File: config.mk
export PLATFORM = sky130hd
export DESIGN_NAME = btn_conditioner_flat
export DESIGN_NICKNAME = d
export VERILOG_FILES = /design/src/rtl/btn_conditioner_if.sv /design/src/rtl/btn_conditioner.sv /design/src/flat_wrapper.sv
export SDC_FILE = /design/constraint.sdc
export NUM_CORES = 1
export LEC_CHECK = 0
export CAP_MARGIN = 20
export CORE_AREA = 4 4 125 127
export CTS_BUF_LIST = sky130_fd_sc_hd__clkbuf_2
export DETAILED_ROUTE_END_ITERATION = 10
export DIE_AREA = 0 0 129 131
export PLACE_DENSITY_LB_ADDON = 0.12
export SYNTH_ARGS = -nofsm -noshare
export SYNTH_HDL_FRONTEND = slang
export SYNTH_SLANG_ARGS = --single-unit
File: constraint.sdc
create_clock -name clk_50M -period 2.9 [get_ports clk_50M]
set_clock_uncertainty 0.05 [all_clocks]
set_input_delay 0.435 -clock clk_50M [delete_from_list [all_inputs] [get_ports clk_50M]]
set_output_delay 0.435 -clock clk_50M [all_outputs]
set_load 0.01 [all_outputs]
File: src/rtl/btn_conditioner_if.sv
// Button/front-panel bundle between the raw board buttons, btn_conditioner and the stopwatch counter.
// The slave side is the conditioner; the master side drives the raw buttons and consumes the conditioned levels.
interface btn_conditioner_if;
  logic       btn_pause_raw;
  logic       btn_lap_raw;
  logic       btn_view_raw;
  logic       pause;
  logic       lap;
  logic       lap1;
  logic       lap2;
  logic       lap3;
  logic       clear;
  logic [2:0] btn_db;

  modport master (
    output btn_pause_raw, btn_lap_raw, btn_view_raw,
    input  pause, lap, lap1, lap2, lap3, clear, btn_db
  );

  modport slave (
    input  btn_pause_raw, btn_lap_raw, btn_view_raw,
    output pause, lap, lap1, lap2, lap3, clear, btn_db
  );
endinterface

File: src/rtl/btn_conditioner.sv
// Stopwatch front end: synchronise/debounce pause, lap and view buttons, toggle pause, stretch lap, cycle lap views.
// Optional long-press clear on the pause button is enabled by defining BTN_LONG_PRESS_CLEAR_EN.
module btn_conditioner #(
  parameter int DEBOUNCE_CYCLES = 1000000,
  parameter int LAP_HOLD        = 500002,
  parameter int LONG_CYCLES     = 100000000
) (
  input logic              clk_50M,
  input logic              reset_n,
  btn_conditioner_if.slave io
);

  localparam int                CNT_W     = $clog2(DEBOUNCE_CYCLES + 1);
  localparam int                HOLD_W    = $clog2(LAP_HOLD + 1);
  localparam logic [CNT_W-1:0]  CNT_LAST  = CNT_W'(DEBOUNCE_CYCLES - 1);
  localparam logic [HOLD_W-1:0] HOLD_LOAD = HOLD_W'(LAP_HOLD);

  typedef enum logic [1:0] {LIVE, VIEW1, VIEW2, VIEW3} view_t;

  // Button vectors are ordered {view, lap, pause}
  logic [2:0]        raw;
  logic [2:0]        s1;
  logic [2:0]        s2;
  logic [2:0]        db;
  logic [2:0]        db_q;
  logic [2:0]        rise;
  logic [CNT_W-1:0]  cnt [3];
  logic [HOLD_W-1:0] hold_cnt;
  logic [HOLD_W-1:0] hold_nxt;
  view_t             state;
  logic              pause_r;
  logic              lap_r;
  logic              lap1_r;
  logic              lap2_r;
  logic              lap3_r;
  logic              clear_r;
  logic              long_hit;

  assign raw  = {io.btn_view_raw, io.btn_lap_raw, io.btn_pause_raw};
  assign rise = db & ~db_q;

  // Synchronizer and debounce
  always_ff @(posedge clk_50M) begin
    if (!reset_n) begin
      s1   <= '0;
      s2   <= '0;
      db   <= '0;
      db_q <= '0;
      for (int i = 0; i < 3; i++) cnt[i] <= '0;
    end else begin
      s1   <= raw;
      s2   <= s1;
      db_q <= db;
      for (int i = 0; i < 3; i++) begin
        if (s2[i] == db[i]) begin
          cnt[i] <= '0;
        end else if (cnt[i] == CNT_LAST) begin
          db[i]  <= s2[i];
          cnt[i] <= '0;
        end else begin
          cnt[i] <= cnt[i] + 1'b1;
        end
      end
    end
  end

  // lap is registered from the next hold count so it rises in the same edge the stretch is loaded
  always_comb begin
    hold_nxt = hold_cnt;
    if (rise[1] && (hold_cnt == '0)) hold_nxt = HOLD_LOAD;
    else if (hold_cnt != '0)         hold_nxt = hold_cnt - 1'b1;
  end

`ifdef BTN_LONG_PRESS_CLEAR_EN
  localparam int                LONG_W    = $clog2(LONG_CYCLES + 1);
  localparam logic [LONG_W-1:0] LONG_LAST = LONG_W'(LONG_CYCLES - 1);

  logic [LONG_W-1:0] long_cnt;
  logic              long_armed;

  assign long_hit = db[0] && long_armed && (long_cnt == LONG_LAST);

  // Long-press timer; disarms after firing until debounced pause falls
  always_ff @(posedge clk_50M) begin
    if (!reset_n) begin
      long_cnt   <= '0;
      long_armed <= 1'b1;
    end else if (!db[0]) begin
      long_cnt   <= '0;
      long_armed <= 1'b1;
    end else if (long_armed) begin
      if (long_hit) begin
        long_cnt   <= '0;
        long_armed <= 1'b0;
      end else begin
        long_cnt <= long_cnt + 1'b1;
      end
    end
  end
`else
  // LONG_CYCLES has no effect in this build; a negative value is meaningless, so this is always 0
  assign long_hit = (LONG_CYCLES < 0);
`endif

  // Control: pause toggle, lap stretch, view FSM and clear pulse
  always_ff @(posedge clk_50M) begin
    if (!reset_n) begin
      pause_r  <= 1'b0;
      lap_r    <= 1'b0;
      hold_cnt <= '0;
      state    <= LIVE;
      lap1_r   <= 1'b0;
      lap2_r   <= 1'b0;
      lap3_r   <= 1'b0;
      clear_r  <= 1'b0;
    end else begin
      clear_r <= long_hit;
      if (long_hit) begin
        pause_r  <= 1'b1;
        lap_r    <= 1'b0;
        hold_cnt <= '0;
        state    <= LIVE;
        lap1_r   <= 1'b0;
        lap2_r   <= 1'b0;
        lap3_r   <= 1'b0;
      end else begin
        if (rise[0]) pause_r <= ~pause_r;
        hold_cnt <= hold_nxt;
        lap_r    <= (hold_nxt != '0);
        if (rise[2]) begin
          case (state)
            LIVE: begin
              state <= VIEW1;
              {lap3_r, lap2_r, lap1_r} <= 3'b001;
            end
            VIEW1: begin
              state <= VIEW2;
              {lap3_r, lap2_r, lap1_r} <= 3'b010;
            end
            VIEW2: begin
              state <= VIEW3;
              {lap3_r, lap2_r, lap1_r} <= 3'b100;
            end
            VIEW3: begin
              state <= LIVE;
              {lap3_r, lap2_r, lap1_r} <= 3'b000;
            end
          endcase
        end
      end
    end
  end

  assign io.pause  = pause_r;
  assign io.lap    = lap_r;
  assign io.lap1   = lap1_r;
  assign io.lap2   = lap2_r;
  assign io.lap3   = lap3_r;
  assign io.clear  = clear_r;
  assign io.btn_db = db;

endmodule

File: src/flat_wrapper.sv
// flat-port wrapper written by rule: the top's interface ports become plain ports
module btn_conditioner_flat 
#(
  parameter int DEBOUNCE_CYCLES = 1000000,
  parameter int LAP_HOLD        = 500002,
  parameter int LONG_CYCLES     = 100000000
)
  (clk_50M, reset_n, io_btn_pause_raw, io_btn_lap_raw, io_btn_view_raw, io_pause, io_lap, io_lap1, io_lap2, io_lap3, io_clear, io_btn_db);
  btn_conditioner_if io_i ();
  input logic clk_50M;
  input logic reset_n;
  input wire logic [$bits(io_i.btn_pause_raw)-1:0] io_btn_pause_raw;
  input wire logic [$bits(io_i.btn_lap_raw)-1:0] io_btn_lap_raw;
  input wire logic [$bits(io_i.btn_view_raw)-1:0] io_btn_view_raw;
  output wire logic [$bits(io_i.pause)-1:0] io_pause;
  output wire logic [$bits(io_i.lap)-1:0] io_lap;
  output wire logic [$bits(io_i.lap1)-1:0] io_lap1;
  output wire logic [$bits(io_i.lap2)-1:0] io_lap2;
  output wire logic [$bits(io_i.lap3)-1:0] io_lap3;
  output wire logic [$bits(io_i.clear)-1:0] io_clear;
  output wire logic [$bits(io_i.btn_db)-1:0] io_btn_db;
  assign io_i.btn_pause_raw = io_btn_pause_raw;
  assign io_i.btn_lap_raw = io_btn_lap_raw;
  assign io_i.btn_view_raw = io_btn_view_raw;
  assign io_pause = io_i.pause;
  assign io_lap = io_i.lap;
  assign io_lap1 = io_i.lap1;
  assign io_lap2 = io_i.lap2;
  assign io_lap3 = io_i.lap3;
  assign io_clear = io_i.clear;
  assign io_btn_db = io_i.btn_db;
  btn_conditioner #(.DEBOUNCE_CYCLES(DEBOUNCE_CYCLES), .LAP_HOLD(LAP_HOLD), .LONG_CYCLES(LONG_CYCLES)) u_core (.clk_50M(clk_50M), .reset_n(reset_n), .io(io_i));
endmodule
# After elaboration in Yosys (flattened, before gate mapping)
# Memory sizes are Yosys's and may differ from the RTL's.
# Index checks and enable logic that the tools add are counted.
# word_totals
ff_bits	38
latch_bits	0
ram_bits	60
rom_bits	0
input_bits	5
output_inout_bits	9
word_cells	102
mem_count	1
# op_classes
add_sub_neg	4
n_mul	0
div_mod_pow	0
order_cmp	0
n_eq_ne	9
shifts	0
n_mux	49
n_bitwise	15
reduce_logical	11
# mem_list
memory	depth	word_bits	rd	rd_ports_with_merged_regs	wr	line_no	source
u_core.cnt	3	20	3	0	3	btn_conditioner.sv:27	logic [CNT_W-1:0] cnt [3];
# op_table
op	count
20-bit 2-to-1 mux	9
20-bit by 1-bit adder with 20-bit output, second input constant	3
20-bit == test, second input constant	3
19-bit 2-to-1 mux	2
19-bit nonzero test	2
1-bit 2-to-1 mux	34
19-bit zero test	1
19-bit by 1-bit subtractor with 19-bit output, second input constant	1
1-bit OR	9
3-bit OR reduction	3
2-bit case mux with 4 select lines	1
1-bit case mux with 2 select lines	3
2-bit AND reduction	3
2-bit == test, second input constant	2
1-bit inverter	4
3-bit AND	1
1-bit == test	3
3-bit inverter	1
2-bit by 1-bit == test with 1-bit output, second input constant	1
2-bit zero test	1
1-bit logical AND	1

# Longest topological paths before layout
# Gate-level depths: netlist of the first run.
# An unclocked memory read counts as a cell.
# depth
ltp_word	8
depth_mapped	10
ltp_nobuf	8

# Worst setup path before layout of the first run
# Ideal clock, no wire load.
# synth_path
path_type	flip-flop to flip-flop
start	memory u_core.cnt[2][0] in the netlist's numbering
end	memory u_core.cnt[2][15] in the netlist's numbering, data pin
setup_ns	0.147
arrival_time_ns	1.955
setup_slack_ns	0.748
path_stages_with_launch	9
n_path_buf	2
synth_period_minus_slack_ns	2.152
path_cell_list	edfxtp_1 ha_1 and3_1 and3_1 clkbuf_1 and4_1 or3_1 clkbuf_1 a21oi_1
# synth_lines
element	line_no
start: declaration	btn_conditioner.sv:27

# Worst setup path after layout of the first run
# layout_path
start	register u_core.hold_cnt[0]
end	register u_core.lap_r, in the netlist u_core.io.lap
# layout_via
elab_chain_cells	4
# layout_lines
element	line_no	source
start: declaration	btn_conditioner.sv:28	logic [HOLD_W-1:0] hold_cnt;
start signal: assignment	btn_conditioner.sv:128	hold_cnt <= hold_nxt;
19-bit by 1-bit subtractor with 19-bit output (tied with other cells)	btn_conditioner.sv:71	else if (hold_cnt != '0) hold_nxt = hold_cnt - 1'b1;
19-bit 2-to-1 mux / 1-bit logical AND (equally long branches)	btn_conditioner.sv:71, btn_conditioner.sv:70	
19-bit 2-to-1 mux (*)	btn_conditioner.sv:70	if (rise[1] && (hold_cnt == '0)) hold_nxt = HOLD_LOAD;
19-bit nonzero test (*)	btn_conditioner.sv:129	lap_r <= (hold_nxt != '0);
end signal: assignment	btn_conditioner.sv:129	
end: declaration	btn_conditioner.sv:32	logic lap_r;
# Mark *: on every way between the ends. The rest lies on a longest branch, timed or not.
# A chain may end at the register's enable or synchronous reset.

==> results of run 1 <==
## cells in the mapped netlist (6+ instances only)
master	instances
xor2_1	38
xnor2_1	26
nor2_1	93
and3_1	18
nand3_1	28
a21oi_1	15
nand4_1	8
nor4b_1	6
edfxtp_1	60
and4_1	7
nor3_1	11
dfxtp_1	38
ha_1	8
clkbuf_1	11
mux2i_1	7
inv_1	11
o21ai_0	8
and2_1	14
or3_1	7
nand2_1	27
## worst paths after layout
path | from | endpoint
hold reg to reg | u_core.s1[2]$_SDFF_PN0_ | u_core.s2[2]$_SDFF_PN0_
hold / removal | io_btn_view_raw | u_core.s1[2]$_SDFF_PN0_
setup reg to reg | u_core.hold_cnt[0]$_SDFF_PN0_ | u_core.io.lap$_SDFF_PN0_
setup / recovery | u_core.hold_cnt[0]$_SDFF_PN0_ | u_core.io.lap$_SDFF_PN0_
## through the flow
step / cells / setup WS (ns) / hold slack [ns] / area (µm²)
floorplan: 556 / 0.748 / 0.362 / 5240
global placement: 736 / 0.401 / 0.366 / 5520
detailed placement: 736 / 0.344 / 0.368 / 5520
CTS: 752 / 0.317 / 0.266 / 5680
global route: 753 / 0.142 / 0.254 / 5680
finish: 753 / 0.338 / 0.351 / 5680
## flip-flops by register name, summed over array words and instances (netlist names), 2 cells and up
register,count
u_core.hold_cnt,19
u_core.cnt,60
u_core.s2,3
u_core.db_q,3
u_core.s1,3
u_core.io.btn_db,3
u_core.state,2
## per-layer routing
layer	track usage [%]	vias up	routed length, µm
li1	-	1811	-
met1	16.5	1648	4900
met2	18.7	42	4070
met3	2.36	13	226
met4	5.87	0	183
met5	0	-	0
## placed cells by master (no fill, tap or decap), types with 2 or more instances in the layout
master and count:
o21ai_0 8, nor2_1 93, inv_1 11, a211oi_1 4
nand3_1 28, o31ai_1 2, bufinv_16 3, and4_1 7
clkbuf_2 11, and2_1 14, conb_1 61, clkdlybuf4s50_1 12
or3_1 7, dfxtp_1 38, and3_1 18, nor3_1 11
nor4_1 5, xor2_1 38, nor4b_4 2, nand4_1 8
ha_1 8, nand3b_1 3, a31oi_1 4, a21oi_1 15
mux2i_1 7, buf_4 3, xnor2_1 26, nor4b_1 6
nor3b_1 2, edfxtp_1 60, nand2_1 27, nor2b_1 5
## cells by family (layout without fill, tap and decap cells)
family / count (synthesis) / after routing / share of synthesized area, %
buffers and inverters: 31 / 43 / 2.72
muxes: 7 / 7 / 1.40
other: 2 / 62 / 0.150
AOI/OAI and AO/OA: 41 / 41 / 5.29
DFF: 98 / 98 / 51.1
adders and majority gates: 8 / 8 / 2.00
xor gates and xnor gates: 64 / 64 / 11.2
and+or+nand+nor: 246 / 246 / 26.2
## power by group
group	switching (W)	total (W)	internal, W
clock network	0.000468	0.000846	0.000378
registers	0.000206	0.00183	0.00162
logic	0.000687	0.00122	0.000533
total	0.00136	0.00389	0.00253
## final cells by class
type | count | area [µm²] | area share, %
multi-input combinational | 427 | 2540 | 44.7
timing repair buffer | 15 | 143 | 2.51
inverter | 12 | 45.0 | 0.793
clock inverter | 5 | 104 | 1.83
sequential | 98 | 2560 | 45.1
antenna | 1 | 2.50 | 0.0441
clock buffer | 11 | 55.1 | 0.970
tap | 184 | 230 | 4.05
==> flow_summary_export.csv, run 1 <==
group,metric,value,unit
run_status,status,"complete, no violations",
timing,slew_violations,0,
route,dr.first_iter.drc_count,150,
pwr,max-vdd-ir-drop,0.435,mV
global_route,antenna_found_initial,1,
global_route,overflow,0,
pwr,finalPower,0.00389,W
global_route,grt_max_degree,21,
route,via_count,3514,
clock_tree,cts_tree,"built",
clock_tree,clockBufferDepth,2,
worst_setup_path,crit_path_max_incr_delay,0.49,ns
timing,finalSetupViolCount,0,
synthesis,synth_area_leader_cell,"edfxtp_1",
clock_tree,cts_buffers,9,
worst_setup_path,r2r_slack,0.34,ns
worst_setup_path,cp.arrival,2.98,ns
worst_hold_path,min_path_type,"in2reg",
clock_tree,path_clk_slew,0.27,ns
run,maxCapViolCount,0,
timing,timing.final.crit_period,2.56,ns
worst_setup_path,path_delay_family,"simple AND/OR/NAND/NOR gates",
clock_tree,cts_setup_buffers,0,
global_route,grt_pass1_vias,3426,
worst_setup_path,path_buf_inv,1,
floorplan,rows,44,
clock_tree,cts_sinks,98,
route,wl_per_cell,12.4,µm
clock_tree,htree_levels,3,
worst_setup_path,crit_path_end_kind,"register",
pwr,power_density,685,nW/µm²
worst_setup_path,cp.depth,8,
synthesis,synth-async-reset-ratio,0,%
route,postRouteAntennaNets,0,
synthesis,yosysWarnings,0,
synthesis,synth_cells,497,
timing,tightestPinTransition,0.690,ns
route,drc,0,
synthesis,syn_avg_cell_area,10.1,µm²
timing,maxSlewHeadroom,54.0,%
synthesis,synth_seq_cells,98,
final_layout,fill_cells,1446,
synthesis,synth_area_leaders,"edfxtp_1 36%, dfxtp_1 15%, nor2_1 7.0%, xor2_1 6.6%, xnor2_1 4.5%",
clock_tree,cts_resized,0,
worst_setup_path,crit_slowest_cell,"dfxtp_1",
route,firstDrtPassIters,6,
route,wirelength,9370,µm
worst_setup_path,worstPathMaxFanout,12,
synthesis,synth_top_area_share,35.9,%
worst_hold_path,hold_depth,2,
final_layout,area_growth,13.3,%
final_layout,fin_util,39.4,%
global_route,grt_usage,12.2,%
timing,hold_viol_final,0,
floorplan,die_w,129,µm
floorplan,coreArea,14400,µm²
route,vias_per_cell,4.67,
worst_setup_path,cp-start-kind,"register",
synthesis,synth_enable_flop_cells,60,
global_route,grt_first_pass_wirelength,16300,µm
worst_setup_path,crit_type,"reg2reg",
synthesis,yosysSeqAreaShare,51.1,%
worst_setup_path,rr_worst_depth,8,
timing,fmax,0.390,GHz
pwr,power.leakage,2.05,nW
placed_design,dp_hpwl,6640,µm
placed_design,globalplace.congestion,0.842,
worst_setup_path,path_cells,"inv_1, ha_1, nor3b_1, and4_1, nand2_1, a211oi_1, nor4_1, a41oi_2",
clock_tree,clock-root-buffer,"clkbuf_2",
clock_tree,insertion_delay,0.59,ns
synthesis,synth_area,5010,µm²
timing,finalCritPeriodShare,88.3,%
timing,tns,0,ns
placed_design,port_buffers,12,
synthesis,yosysUniqueCellTypes,52,
final_layout,layout-drive-gt1-share,5.28,%
floorplan,die_area,16900,µm²
floorplan,die_h,131,µm
synthesis,ys.flop_type,"edfxtp_1",
worst_setup_path,worstPathRequired,3.32,ns
timing,rsz0062_at_grt,"no",
clock_tree,cts_hold_buf,0,
final_layout,final_nets,576,
floorplan,start_util,34.8,%
floorplan,io_pins,14,
No activity file was read; power rests on OpenSTA's default activity.
==> run 2: changes to the inputs <==
Settings changed: MAX_ROUTING_LAYER from default to met4, REMOVE_ABC_BUFFERS from default to 1, TNS_END_PERCENT from default to 20.
==> flow_summary_export.csv, run 2 (synthesized netlist as in run 1, its figures left out) <==
group,metric,value,unit
run_status,status,"complete, no violations",
pwr,power.leakage,2.04,nW
worst_setup_path,r2r_start,"u_core.hold_cnt[0]$_SDFF_PN0_",
global_route,grt_max_degree,28,
timing,slew_violations,0,
clock_tree,cts_hold_buf,0,
clock_tree,cts_setup_buffers,0,
worst_setup_path,setup.worst_path.start,"u_core.hold_cnt[0]$_SDFF_PN0_",
global_route,grt_first_pass_wirelength,15900,µm
clock_tree,cts_sinks,98,
floorplan,die_h,131,µm
placed_design,pre_cts_slack,0.443,ns
timing,timing.hold.ws,0.332,ns
final_layout,layout_common_cells,"93 x nor2_1, 61 x conb_1, 60 x edfxtp_1",
timing,timing.final.crit_period,2.58,ns
worst_setup_path,worstPathMaxFanout,12,
worst_setup_path,cp-start-kind,"register",
final_layout,layout_commonest_cell,"nor2_1",
pwr,power_density,676,nW/µm²
route,firstDrtPassIters,4,
floorplan,io_pins,14,
clock_tree,htree_levels,3,
final_layout,top_register,"u_core.cnt",
run,maxCapViolCount,0,
placed_design,placed_area,5510,µm²
timing,maxSlewHeadroom,54.9,%
route,wl_per_cell,12.3,µm
clock_tree,cts_resized,0,
timing,finalSetupViolCount,0,
route,wirelength,9220,µm
placed_design,dp_hpwl,6530,µm
clock_tree,cts_tree,"built",
floorplan,rows,44,
clock_tree,clock-root-buffer,"clkbuf_2",
final_layout,reg_top3,"u_core.cnt: 60 flops, u_core.hold_cnt: 19 flops",
worst_hold_path,hp-start,"io_btn_view_raw",
pwr,finalPower,0.00382,W
final_layout,largest_reg_flops,60,
worst_setup_path,crit_type,"reg2reg",
clock_tree,clockBufferDepth,2,
route,drc,0,
final_layout,layout-drive-gt1-share,5.11,%
timing,fmax,0.387,GHz
route,vias_per_cell,4.70,
worst_setup_path,cp.arrival,3.00,ns
timing,finalCritPeriodShare,89.1,%
worst_hold_path,min_path_type,"in2reg",
timing,tns,0,ns
timing,rsz0062_at_grt,"no",
floorplan,coreArea,14400,µm²
final_layout,final_nets,575,
timing,hold_viol_final,0,
timing,setup_ws,0.317,ns
clock_tree,path_clk_slew,0.26,ns
global_route,grt_usage,12.2,%
global_route,grt_pass1_vias,3396,
placed_design,port_buffers,12,
final_layout,multiInputGateArea,2540,µm²
timing,tightestPinTransition,0.677,ns
placed_design,globalplace.congestion,0.830,
floorplan,die_w,129,µm
pwr,max-vdd-ir-drop,0.448,mV
final_layout,area_growth,12.7,%
floorplan,die_area,16900,µm²
clock_tree,insertion_delay,0.62,ns
worst_setup_path,worstPathRequired,3.32,ns
final_layout,fill_cells,1466,
worst_setup_path,crit_path_end_kind,"register",
global_route,overflow,0,
route,via_count,3532,
global_route,antenna_found_initial,0,
floorplan,start_util,34.8,%
clock_tree,cts_buffers,9,
final_layout,seq_area,2560,µm²
final_layout,fin_area,5650,µm²
route,dr.first_iter.drc_count,245,
route,postRouteAntennaNets,0,
final_layout,diodes,0,
run 2: changes by cell type in the layout (fill, tap and decap cells not counted):
| cell | change |
|---|---|
| buf_4 | -1 |
| bufinv_16 | -1 |
| clkbuf_2 | -1 |
| clkinv_4 | +1 |
| diode_2 | -1 |
| inv_4 | +1 |
run 2: critical path, stage by stage (launching register included):
cell,delay (ns)
dfxtp_1,0.47
inv_1,0.10
ha_1,0.20
nor3b_1,0.13
and4_1,0.29
nand2_1,0.38
a211oi_1,0.18
nor4_1,0.45
a41oi_2,0.20
run 2: per-stage QoR:
stage / std cells / util [%]
after floorplan: 537 / -
after global placement: 735 / 38.2
after detailed placement: 735 / 38.2
after CTS: 751 / 39.2
after global routing: 751 / 39.2
final: 751 / 39.2
run 2: final cells by class:
class	instances	share of cell area (%)
sequential	98	45.4
multi-input combinational	427	44.9
tap	184	4.08
timing repair buffer	14	2.39
clock inverter	6	1.57
clock buffer	10	0.886
inverter	12	0.798
run 2: path summary, 6_finish.rpt:
path                              end  slack [ns]  cells past startpoint
min           u_core.s1[2]$_SDFF_PN0_        0.33                      2
max          u_core.io.lap$_SDFF_PN0_        0.32                      8
max reg2reg  u_core.io.lap$_SDFF_PN0_        0.32                      8
min reg2reg   u_core.s2[1]$_SDFF_PN0_        0.42                      1
run 2: report_power, final:
group / switching (W) / total [W] / internal, W / leakage [nW]
clock: 0.000481 / 0.000772 / 0.000291 / 0.0830
combinational: 0.000686 / 0.00122 / 0.000530 / 1.03
sequential: 0.000208 / 0.00183 / 0.00162 / 0.930
run 2: routing by layer:
metal  track usage (%)  part of all wire, %
met5                 -                    0
met4              5.87                  2.4
met3              2.64                  2.5
met2              17.9                   44
met1              16.0                   51
==> patch 1 (settings of run 1) <==
`LAP_HOLD` is set to 500002 in 2 places; all go to 1000004.
--- a/src/rtl/btn_conditioner.sv
+++ b/src/rtl/btn_conditioner.sv
@@ -2,7 +2,7 @@
 // Optional long-press clear on the pause button is enabled by defining BTN_LONG_PRESS_CLEAR_EN.
 module btn_conditioner #(
   parameter int DEBOUNCE_CYCLES = 1000000,
-  parameter int LAP_HOLD        = 500002,
+  parameter int LAP_HOLD        = 1000004,
   parameter int LONG_CYCLES     = 100000000
 ) (
   input logic              clk_50M,
--- a/src/flat_wrapper.sv
+++ b/src/flat_wrapper.sv
@@ -2,7 +2,7 @@
 module btn_conditioner_flat 
 #(
   parameter int DEBOUNCE_CYCLES = 1000000,
-  parameter int LAP_HOLD        = 500002,
+  parameter int LAP_HOLD        = 1000004,
   parameter int LONG_CYCLES     = 100000000
 )
   (clk_50M, reset_n, io_btn_pause_raw, io_btn_lap_raw, io_btn_view_raw, io_pause, io_lap, io_lap1, io_lap2, io_lap3, io_clear, io_btn_db);
Function: same outputs for any inputs over 10 cycles, from zero or initial values and one cycle with reset_n low; that may be too few to reach the edited logic, so the function may still have changed.
==> patch 1 against run 1 <==
Power is 1.2% higher; largest cell class unchanged; critical endpoint unchanged; design area is 0.24% higher; sequential cell count is 1 higher; clock power is 23% lower; synthesized area hardly changed; critical path type unchanged; routed wire length is 1.5% lower; global-route usage is 0.20 points lower; setup slack worse by 0.11 ns.
==> patch 1: results (changes against run 1) <==
- Status: complete, no violations
- Setup Fix Bufs, Post-CTS: 0 (unchanged)
- Wire length per cell: 12.1 um (-2.7%)
- Post-Layout Cell Count: 762 (+1.2%)
- Antenna diodes: 0 (-1)
- Routability cong.: 0.864 (+2.6%)
- Clock Path Buffers: 2 (unchanged)
- Post-DP HPWL: 6710 um (+0.98%)
- Worst Hold Class: in -> reg
- Met3 wire len: 235 um (+4.0%)
- Crit path max-delay cell type: or4_1
- Via count of the first global-routing pass: 3443 (+0.50%)
- Inst Count DP: 746 (+1.4%)
- R2R setup slack: 0.23 ns (-0.11 ns)
- Crit-path max cell delay: 0.47 ns (-0.02 ns)
- Top routing layer in use: met4
- Asr flop ratio synth: 0% (unchanged)
- Total track usage: 12.0% (-0.20 points)
- Synth Area in Adders: 2.00% (about the same)
- Largest net degree at the start of global routing: 21 (unchanged)
- Largest registers: u_core.cnt x60, u_core.hold_cnt x20
- Post-synth EDFFs: 60 (unchanged)
- Mapped Avg Cell Area: 10.1 sq um (+0.15%)
- Synth top area cells: edfxtp_1, dfxtp_1, nor2_1
- Mux contribution to synthesized area: 1.20% (-0.20 points)
- Post-Synth XOR/XNOR Area: 11.4% (+0.18 points)
- Starting DRT DRC Count: 145 (-3.3%)
- Wire length on met1: 4730 um (-3.4%)
- Initial antenna violation count: 0 (-1)
- YS warnings: 0 (unchanged)
- Via-per-instance ratio: 4.65 (-0.37%)
- Post-cts resize count: 0 (unchanged)
- Most used DFF post-synth: edfxtp_1
- Clk_lat worst skew: 0.57 ns (-0.02 ns)
- Sequential-to-total area share from yosys stat: 51.5% (+0.43 points)
- Synth unique cells: 52 (unchanged)
- Num CTS Buffers: 9 (unchanged)
- Count of input and output buffers: 12 (unchanged)
- Clk pin slew, worst setup/hold paths: 0.26 ns
- Layout cells sized above 1: 6.40% (+1.1 points)
- First-pass GRT wire length: 16100 um (-0.85%)
- Met2 Wirelength: 4040 um (-0.74%)
- Internal Dissipation: 0.00250 W (-1.4%)
- Leakage: 2.04 nW (-0.90%)
- Delay-heaviest family, CP: simple AND/OR/NAND/NOR gates
- Final #Nets: 586 (+1.7%)
- Synth Area in Compound Gates: 5.49% (+0.20 points)
- Slew @ Worst Pin: 0.677 ns (-0.0130 ns)
- Post-synth top cells: nor2_1, edfxtp_1, dfxtp_1, xor2_1, nand3_1
- Worst EP arrival: 3.12 ns (+0.14 ns)
- DRT Pass-1 Iters: 4 (-2)
- Peak supply drop: 0.508 mV (+17%)
- Root buf cell: clkbuf_2
- Hold WS: 0.345 ns (-0.00648 ns)
- Crit path max fanout: 6 (-6)
[patch 1: power by group through the flow]
stage	logic, W	clock network (W)	registers (W)
after floorplan	0.00113	0	0.00180
after global placement	0.00145	0	0.00187
after detailed placement	0.00143	0	0.00187
after CTS	0.00144	0.000701	0.00184
after global routing	0.00161	0.000750	0.00188
final	0.00145	0.000651	0.00184
[patch 1: path summary, 6_finish.rpt]
check / end / depth (start not counted) / start
worst max-delay path: u_core.io.lap$_SDFF_PN0_ / 8 / u_core.hold_cnt[0]$_SDFF_PN0_
worst min-delay path: u_core.s1[1]$_SDFF_PN0_ / 2 / io_btn_lap_raw
worst max register to register: u_core.io.lap$_SDFF_PN0_ / 8 / u_core.hold_cnt[0]$_SDFF_PN0_
worst min register to register: u_core.s2[0]$_SDFF_PN0_ / 1 / u_core.s1[0]$_SDFF_PN0_
[patch 1: final cells by class]
type | instances | area [sq um]
timing repair buffer | 24 | 210
inverter | 13 | 48.8
tap | 184 | 230
clock buffer | 13 | 65.1
multi-input combinational | 426 | 2510
fill | 1485 | 8730
sequential | 99 | 2580
clock inverter | 3 | 40.0
[patch 1: routing by layer]
metal  vias to the layer above  GRT usage, %
met5                         -             0
met4                         0          6.05
met3                        16          2.32
met2                        34          18.3
met1                      1650          16.2
li1                       1843             -
[patch 1: stage by stage]
step	power, W	area (sq um)	setup slack [ns]	utilization (%)
floorplan	0.00293	5230	0.358	-
CTS	0.00398	5690	0.227	39.5
global route	0.00424	5690	0.0856	39.5
detailed placement	0.00330	5590	0.277	38.7
global placement	0.00332	5590	0.366	38.7
finish	0.00394	5690	0.228	39.5
==> patch 2 (flow settings as in run 1) <==
Without the edit above. Encoding of `view_t`: now one-hot (4 bits for 4 values).
--- a/src/rtl/btn_conditioner.sv
+++ b/src/rtl/btn_conditioner.sv
@@ -15,7 +15,7 @@
   localparam logic [CNT_W-1:0]  CNT_LAST  = CNT_W'(DEBOUNCE_CYCLES - 1);
   localparam logic [HOLD_W-1:0] HOLD_LOAD = HOLD_W'(LAP_HOLD);
 
-  typedef enum logic [1:0] {LIVE, VIEW1, VIEW2, VIEW3} view_t;
+  typedef enum logic [3:0] {LIVE = 4'b0001, VIEW1 = 4'b0010, VIEW2 = 4'b0100, VIEW3 = 4'b1000} view_t;
 
   // Button vectors are ordered {view, lap, pause}
   logic [2:0]        raw;
Function: same outputs for any inputs over 10 cycles, from zero or initial values and one cycle with reset_n low; not proved beyond that.
==> patch 2 against run 1 <==
Synthesized area is 0.37% higher; sequential power is 2% higher; setup slack improved by 0.13 ns; clock power is 32% lower; utilization shrank 0.29 points; sequential cell count grew 2; power is 4.5% lower; sequential share of layout area increased by 1.0 points; routed wire length down 1.1%; design area shrank 0.73%; global-route usage down 0.36 points.
==> patch 2: results (changes against run 1) <==
- Clk pin slew, worst setup/hold paths: 0.28 ns
- Most used DFF post-synth: edfxtp_1
- Sequential-to-total area share from yosys stat: 51.7% (+0.61 points)
- Synth Area in Adders: 1.24% (-0.75 points)
- R2R setup slack: 0.46 ns (+0.13 ns)
- First-pass GRT wire length: 16000 um (-2.0%)
- Crit path max-delay cell type: and4_1
- Synth top area cells: edfxtp_1, dfxtp_1, nor2_1
- Hold Startpoint: io_btn_lap_raw
- Routability cong.: 0.831 (-1.3%)
- Total track usage: 11.8% (-0.36 points)
- Worst EP arrival: 2.85 ns (-0.13 ns)
- Slew @ Worst Pin: 0.686 ns (-0.00420 ns)
- Crit-path max cell delay: 0.42 ns (-0.07 ns)
- Largest registers: u_core.cnt x60, u_core.hold_cnt x19, u_core.state x4
- Status: complete, no violations
- Hold WS: 0.321 ns (-0.0305 ns)
- Post-Synth XOR/XNOR Area: 11.5% (+0.31 points)
- Post-synth top cells: nor2_1, edfxtp_1, dfxtp_1, xor2_1, xnor2_1
- Layout cells sized above 1: 5.87% (+0.59 points)
- Switch Pwr: 0.00138 W (+1.1%)
- Mux contribution to synthesized area: 2.21% (+0.82 points)
- Synth Area in Compound Gates: 3.61% (-1.7 points)
- Via count of the first global-routing pass: 3430 (+0.12%)
- Final #Nets: 584 (+1.4%)
- Hold Path End: u_core.s1[1]$_SDFF_PN0_
- Routed WL: 9270 um (-1.1%)
- Starting DRT DRC Count: 230 (+53%)
- DR vias: 3524 (+0.28%)
- Post-DP HPWL: 6520 um (-1.8%)
- Pre-CTS setup slack: 0.472 ns (+0.128 ns)
- Peak supply drop: 0.457 mV (+4.9%)
- Leakage: 2.02 nW (-1.6%)
-- patch 2: cell count changes after synthesis, sizes merged, moves of 4 or more --
| cell | run 1 | this run |
|---|---|---|
| xor2 | 38 | 34 |
| nor4 | 6 | 10 |
| nor2 | 94 | 102 |
| nand4 | 8 | 12 |
| and3 | 18 | 12 |
| xnor2 | 26 | 32 |
| buf | 8 | 3 |
| nand2b | 1 | 5 |
-- patch 2: cells by family (layout without fill, tap and decap cells) --
group	Yosys count	count (layout)
buf+inv	28	44
other cells	2	62
fa+ha+maj	5	5
flops	100	100
simple gates	261	261
compound gates	31	31
mux	11	11
xor+xnor	66	66
-- patch 2: worst max-delay path by stage --
stage	endpoint	slack, ns	cells after the start
after floorplan	u_core.cnt[0][18]$_SDFFCE_PN0P_	0.74	8
after global routing	u_core.io.lap$_SDFF_PN0_	0.14	8
after CTS	u_core.cnt[0][12]$_SDFFCE_PN0P_	0.43	6
after global placement	u_core.io.lap$_SDFF_PN0_	0.51	8
after detailed placement	u_core.cnt[0][18]$_SDFFCE_PN0P_	0.47	6
final	u_core.io.lap$_SDFF_PN0_	0.46	8
-- patch 2: per-stage QoR --
step | area [sq um] | std cells
6_report | 5640 | 764
5_1_grt | 5640 | 764
2_1_floorplan | 5250 | 563
3_5_place_dp | 5560 | 747
4_1_cts | 5630 | 763
3_3_place_gp | 5560 | 747
-- patch 2: cell type report --
cell class	instances	area, sq um	share of cell area (%)
antenna	1	2.50	0.0444
clock buffer	12	60.1	1.07
clock inverter	4	18.8	0.333
inverter	12	45.0	0.799
multi-input combinational	435	2530	44.8
sequential	100	2600	46.2
tap	184	230	4.08
timing repair buffer	16	150	2.66
-- patch 2: metal layers --
layer | GRT usage [%] | up-vias | share of wire [%]
li1 | - | 1837 | -
met1 | 15.6 | 1631 | 51
met2 | 18.3 | 38 | 45
met3 | 2.44 | 18 | 2.5
met4 | 6.11 | 0 | 2.2
met5 | 0 | - | 0
-- patch 2: power groups by stage --
stage / clock, W / sequential (W) / combinational (W)
finish: 0.000579 / 0.00187 / 0.00127
global placement: 0 / 0.00189 / 0.00127
detailed placement: 0 / 0.00190 / 0.00126
CTS: 0.000628 / 0.00187 / 0.00127
global route: 0.000665 / 0.00190 / 0.00145
floorplan: 0 / 0.00185 / 0.00105
